[config.mk]
export PLATFORM = sky130hd
export DESIGN_NAME = fetch_inst_queue_flat
export DESIGN_NICKNAME = d
export VERILOG_FILES = /design/src/rtl/fetch_inst_queue_if.sv /design/src/rtl/fetch_inst_queue.sv /design/src/flat_wrapper.sv
export SDC_FILE = /design/constraint.sdc
export NUM_CORES = 1
export LEC_CHECK = 0
export ABC_AREA = 1
export BUFFER_PORTS_ARGS = -buffer_cell sky130_fd_sc_hd__buf_2
export CAP_MARGIN = 10
export CORE_MARGIN = 5
export CORE_UTILIZATION = 37
export DETAILED_ROUTE_END_ITERATION = 8
export SYNTH_ARGS = -nofsm -noshare
export SYNTH_HDL_FRONTEND = slang
export SYNTH_SLANG_ARGS = --single-unit
[constraint.sdc]
create_clock -name clk -period 11.8 [get_ports clk]
set_clock_uncertainty 0.1 [all_clocks]
set_input_delay 0.59 -clock clk [delete_from_list [all_inputs] [get_ports clk]]
set_output_delay 0.59 -clock clk [all_outputs]
set_load 0.02 [all_outputs]
[src/rtl/fetch_inst_queue_if.sv]
// Fetch-to-decode handshake bundle: enqueue side from fetch, dequeue side to decode.
// master = fetch/decode environment, slave = the queue itself.
interface fetch_inst_queue_if;
  logic        enq_valid;
  logic        enq_ready;
  logic [31:0] enq_inst;
  logic [31:0] enq_pc;
  logic [31:0] enq_pc_next;
  logic        enq_br_pred;

  logic        deq_valid;
  logic        deq_ready;
  logic [31:0] deq_inst;
  logic [31:0] deq_pc;
  logic [31:0] deq_pc_next;
  logic        deq_br_pred;

  modport master (
    output enq_valid, enq_inst, enq_pc, enq_pc_next, enq_br_pred, deq_ready,
    input  enq_ready, deq_valid, deq_inst, deq_pc, deq_pc_next, deq_br_pred
  );

  modport slave (
    input  enq_valid, enq_inst, enq_pc, enq_pc_next, enq_br_pred, deq_ready,
    output enq_ready, deq_valid, deq_inst, deq_pc, deq_pc_next, deq_br_pred
  );
endinterface

[src/rtl/fetch_inst_queue.sv]
// Circular instruction queue between fetch and decode; one enq and one deq per
// cycle, single-cycle flush, full/empty derived from the occupancy counter.
module fetch_inst_queue #(
  parameter  int DEPTH = 8,
  localparam int PTR_W = $clog2(DEPTH)
) (
  input  logic                clk,
  input  logic                rst,
  input  logic                flush,
  fetch_inst_queue_if.slave   q,
  output logic [PTR_W:0]      count
);

  localparam logic [PTR_W:0] FULL_COUNT = (PTR_W + 1)'(DEPTH);

  logic [31:0]      inst_mem    [DEPTH];
  logic [31:0]      pc_mem      [DEPTH];
  logic [31:0]      pc_next_mem [DEPTH];
  logic             br_pred_mem [DEPTH];

  logic [PTR_W-1:0] head;
  logic [PTR_W-1:0] tail;
  logic             enq_fire;
  logic             deq_fire;

  assign q.enq_ready = (count != FULL_COUNT);
  assign q.deq_valid = (count != '0);
  assign enq_fire    = q.enq_valid && q.enq_ready && !flush;
  assign deq_fire    = q.deq_valid && q.deq_ready;

  // DEPTH is a power of two, so pointer overflow is the modulo wrap.
  always_ff @(posedge clk or negedge rst) begin
    if (!rst) begin
      head  <= '0;
      tail  <= '0;
      count <= '0;
    end else if (flush) begin
      head  <= '0;
      tail  <= '0;
      count <= '0;
    end else begin
      if (enq_fire) tail <= tail + 1'b1;
      if (deq_fire) head <= head + 1'b1;
      case ({enq_fire, deq_fire})
        2'b10:   count <= count + 1'b1;
        2'b01:   count <= count - 1'b1;
        default: count <= count;
      endcase
    end
  end

  always_ff @(posedge clk) begin
    if (enq_fire) begin
      inst_mem[tail]    <= q.enq_inst;
      pc_mem[tail]      <= q.enq_pc;
      pc_next_mem[tail] <= q.enq_pc_next;
      br_pred_mem[tail] <= q.enq_br_pred;
    end
  end

  // Head outputs are forced to zero when empty so decode never sees stale data.
  always_comb begin
    q.deq_inst    = '0;
    q.deq_pc      = '0;
    q.deq_pc_next = '0;
    q.deq_br_pred = 1'b0;
    if (q.deq_valid) begin
      q.deq_inst    = inst_mem[head];
      q.deq_pc      = pc_mem[head];
      q.deq_pc_next = pc_next_mem[head];
      q.deq_br_pred = br_pred_mem[head];
    end
  end

endmodule

[src/flat_wrapper.sv]
// flat-port wrapper written by rule: the top's interface ports become plain ports
module fetch_inst_queue_flat 
#(
  parameter  int DEPTH = 8,
  localparam int PTR_W = $clog2(DEPTH)
)
  (clk, rst, flush, count, q_enq_valid, q_enq_inst, q_enq_pc, q_enq_pc_next, q_enq_br_pred, q_deq_ready, q_enq_ready, q_deq_valid, q_deq_inst, q_deq_pc, q_deq_pc_next, q_deq_br_pred);
  fetch_inst_queue_if q_i ();
  input  logic clk;
  input  logic rst;
  input  logic flush;
  output logic [PTR_W:0] count;
  input wire logic [$bits(q_i.enq_valid)-1:0] q_enq_valid;
  input wire logic [$bits(q_i.enq_inst)-1:0] q_enq_inst;
  input wire logic [$bits(q_i.enq_pc)-1:0] q_enq_pc;
  input wire logic [$bits(q_i.enq_pc_next)-1:0] q_enq_pc_next;
  input wire logic [$bits(q_i.enq_br_pred)-1:0] q_enq_br_pred;
  input wire logic [$bits(q_i.deq_ready)-1:0] q_deq_ready;
  output wire logic [$bits(q_i.enq_ready)-1:0] q_enq_ready;
  output wire logic [$bits(q_i.deq_valid)-1:0] q_deq_valid;
  output wire logic [$bits(q_i.deq_inst)-1:0] q_deq_inst;
  output wire logic [$bits(q_i.deq_pc)-1:0] q_deq_pc;
  output wire logic [$bits(q_i.deq_pc_next)-1:0] q_deq_pc_next;
  output wire logic [$bits(q_i.deq_br_pred)-1:0] q_deq_br_pred;
  assign q_i.enq_valid = q_enq_valid;
  assign q_i.enq_inst = q_enq_inst;
  assign q_i.enq_pc = q_enq_pc;
  assign q_i.enq_pc_next = q_enq_pc_next;
  assign q_i.enq_br_pred = q_enq_br_pred;
  assign q_i.deq_ready = q_deq_ready;
  assign q_enq_ready = q_i.enq_ready;
  assign q_deq_valid = q_i.deq_valid;
  assign q_deq_inst = q_i.deq_inst;
  assign q_deq_pc = q_i.deq_pc;
  assign q_deq_pc_next = q_i.deq_pc_next;
  assign q_deq_br_pred = q_i.deq_br_pred;
  fetch_inst_queue #(.DEPTH(DEPTH)) u_core (.clk(clk), .rst(rst), .flush(flush), .q(q_i), .count(count));
endmodule
==> run_results.csv <==
group,metric,value,unit
final_layout,fin_nets,2561,
min_path,hold_class,"in2reg",
critical_path,critPathMaxFanout,154,
floorplan,die_area,89100,um^2
routing,drt_iter0_drc,1361,
synth,synth_most_common_cell,"nor2_1",
critical_path,cp_cell_sequence,"inv_8 -> buf_4 -> buf_4 -> nor2_1 -> o32ai_1 -> o21ai_0 -> nor2_1 -> buf_2",
run,cap_violations,0,
floorplan,rows,105,
critical_path,start_kind,"flop",
critical_path,cp_slowest_cell,"buf_4",
routing,maxUsedRoutingLayer,"met5",
sta,slew_viol_final,0,
sta,worst-slew-pin-transition,1.19,ns
critical_path,cp_top_family,"buffers and inverters",
clock_tree,cts-root-buf,"clkbuf_16",
clock_tree,cts_tree,"done",
synth,synth.distinct_cells,18,
global_routing,grt_pass1_vias,19379,
synth,synthTopCellsByArea,"edfxtp_1, nor2_1, o32ai_1",
critical_path,path_buf_inv,4,
global_routing,grt_max_degree,197,
routing,wl_met1,33100,um
synth,async_reset_ff_share,1.27,%
final_layout,multi_input_area,6470,um^2
place,hpwlAfterDp,39300,um
sta,period_share,49.6,%
synth,synth_fp_nets,2402,
routing,drt-total-wl,77300,um
clock_tree,clk_pin_slew,0.06,ns
final_layout,syn_to_final_growth,15.1,%
clock_tree,htree_levels,3,
place,portBuffers,204,
routing,via_per_inst,5.37,
critical_path,crit_type,"reg2out",
routing,wire_per_inst,21.5,um
final_layout,drive_above_1_share,14.4,%
routing,route.antenna.remaining_nets,0,
synth,yosys_warnings,0,
sta,setup_violations,0,
synth,yosys-top-cells-count,"nor2_1, edfxtp_1, o21ai_0",
outcome,outcome,"finished, final reports clean",
synth,syn_area_per_cell,13.4,um^2
routing,wl_met3,4600,um
synth,yosys.area.top_type_share,75.7,%
synth,syn_inst,2296,
sta,grt_setup_unrepaired,"no",
sta,max_slew_margin,20.6,%
floorplan,core_area,82200,um^2
clock_tree,cts_setup_buffers,0,
global_routing,antenna_found_initial,14,
power,p_per_area,224,nW/um^2
place,dpl.cell_count,3438,
routing,route.met2.wl,37800,um
clock_tree,clockBufferDepth,3,
final_layout,seqCellArea,23600,um^2
floorplan,die_height,298,um
clock_tree,ctsResizeCount,0,
synth,synth_ff_type,"edfxtp_1",
critical_path,slowest_delay,0.91,ns
global_routing,grt_use_total,16.8,%
final_layout,fillers,7465,
routing,via_count,19307,
synth,ys_ff_latch,786,
power,p_total,7.93,mW
routing,drc_errors,0,
floorplan,fp.dieW,298,um
clock_tree,cts_inserted_buffers,84,
sta,min_period,5.85,ns
synth,synth_edf_count,776,
clock_tree,postCtsHoldBufs,1,
critical_path,worst_setup_path_end_kind,"output pin",
global_routing,grt_pass1_wl,117000,um
sta,hold_viol,0,
sta,max_freq,0.171,GHz
floorplan,initial_core_util,37.4,%
place,place.gp.congestion,0.724,
power,leakage,11.9,nW
power,irDropWorstVdd,182,uV
synth,syn_area,30800,um^2
clock_tree,clkLatencyLatePin,0.61,ns
critical_path,arrival,5.16,ns
global_routing,overflow,0,
clock_tree,cts_sinks,786,
sta,tns,0,ns
final_layout,final_cells,3597,
critical_path,required,11.11,ns
floorplan,ios,205,
synth,ys_seq_area_share,76.5,%
synth,yosys.area.top_type,"edfxtp_1",
routing,dr.pass1.iters,5,
[logic make-up after synthesis]
group	after synthesis	share of synthesized area [%]
and+or+nand+nor	827	10.1
DFF	786	76.5
AOI/OAI and AO/OA	498	10.5
buffers and inverters	180	2.73
adders and majority gates	4	0.163
xor gates and xnor gates	1	0.0285
[worst reg2reg max path: cells and delay by family, from the launching register on]
kind / cells / cell delay (ns)
simple gates: 5 / 1.43
flops: 1 / 0.43
buf+inv: 3 / 1.62
[placed cells by master (no fill, tap or decap), types with 3 or more instances in the layout]
cell,netlist,final
buf_2,47,204
ha_1,4,4
clkinv_1,0,21
a21oi_1,4,4
bufinv_16,0,8
nand2_1,31,30
o32ai_1,194,194
nor2_4,0,8
clkbuf_1,90,12
dfrtp_1,10,7
dfrtp_4,0,3
o21ai_1,27,27
diode_2,0,7
o21ai_0,273,273
nand3_1,6,6
clkbuf_16,0,87
clkinvlp_4,0,4
nor2_1,789,781
inv_1,18,18
clkinv_2,0,14
buf_4,18,27
inv_6,0,4
edfxtp_1,776,776
[report_power, final]
part	switching (mW)	internal, mW
registers	0.0819	3.16
clock network	1.04	1.52
logic	1.49	0.635
total	2.62	5.31
[path summary, 6_finish.rpt]
check	startpoint	end	slack, ns	cells after the start
max in group asynchronous	rst	u_core.head[0]	10.91	2
min	q_enq_pc[12]	u_core.pc_mem[4][12]	0.14	1
min reg2reg	u_core.count[0]	u_core.count[0]	0.48	1
min in group asynchronous	rst	u_core.head[2]	0.39	2
max	u_core.head[0]	q_deq_pc_next[9]	5.95	8
max reg2reg	u_core.count[1]	u_core.inst_mem[7][10]	7.73	8
[metal layers]
metal / GRT usage, % / up-vias
li1: - / 8828
met1: 22.1 / 9756
met2: 28.6 / 569
met3: 3.42 / 140
met4: 4.83 / 14
met5: 0 / -
[final cells by class]
class,instances,share of cell area (%)
Timing Repair Buffer,233,3.54
Inverter,20,0.237
Clock buffer,99,6.27
Multi-Input combinational cell,1330,18.3
Tap cell,1070,3.78
Clock inverter,52,1.36
Antenna cell,7,0.0494
Sequential cell,786,66.5
[metrics by stage]
| stage | utilization [%] | hold WS [ns] | cell area [um^2] | setup slack, ns |
|---|---|---|---|---|
| 3_5_place_dp | 39.8 | 0.412 | 32700 | 6.71 |
| 2_1_floorplan | - | 0.194 | 30800 | 5.89 |
| 5_1_grt | 43.1 | 0.113 | 35400 | 5.67 |
| 4_1_cts | 43.1 | 0.0887 | 35400 | 6.01 |
| 3_3_place_gp | 39.8 | 0.411 | 32700 | 6.73 |
| 6_report | 43.1 | 0.137 | 35400 | 5.95 |
[flip-flops by register name, summed over array words and instances (netlist names)]
register / flops
u_core.head: 3
u_core.br_pred_mem: 8
u_core.pc_mem: 256
u_core.tail: 3
u_core.inst_mem: 256
u_core.pc_next_mem: 256
u_core.count: 4
Note: power is estimated with default switching activity, not from simulation.
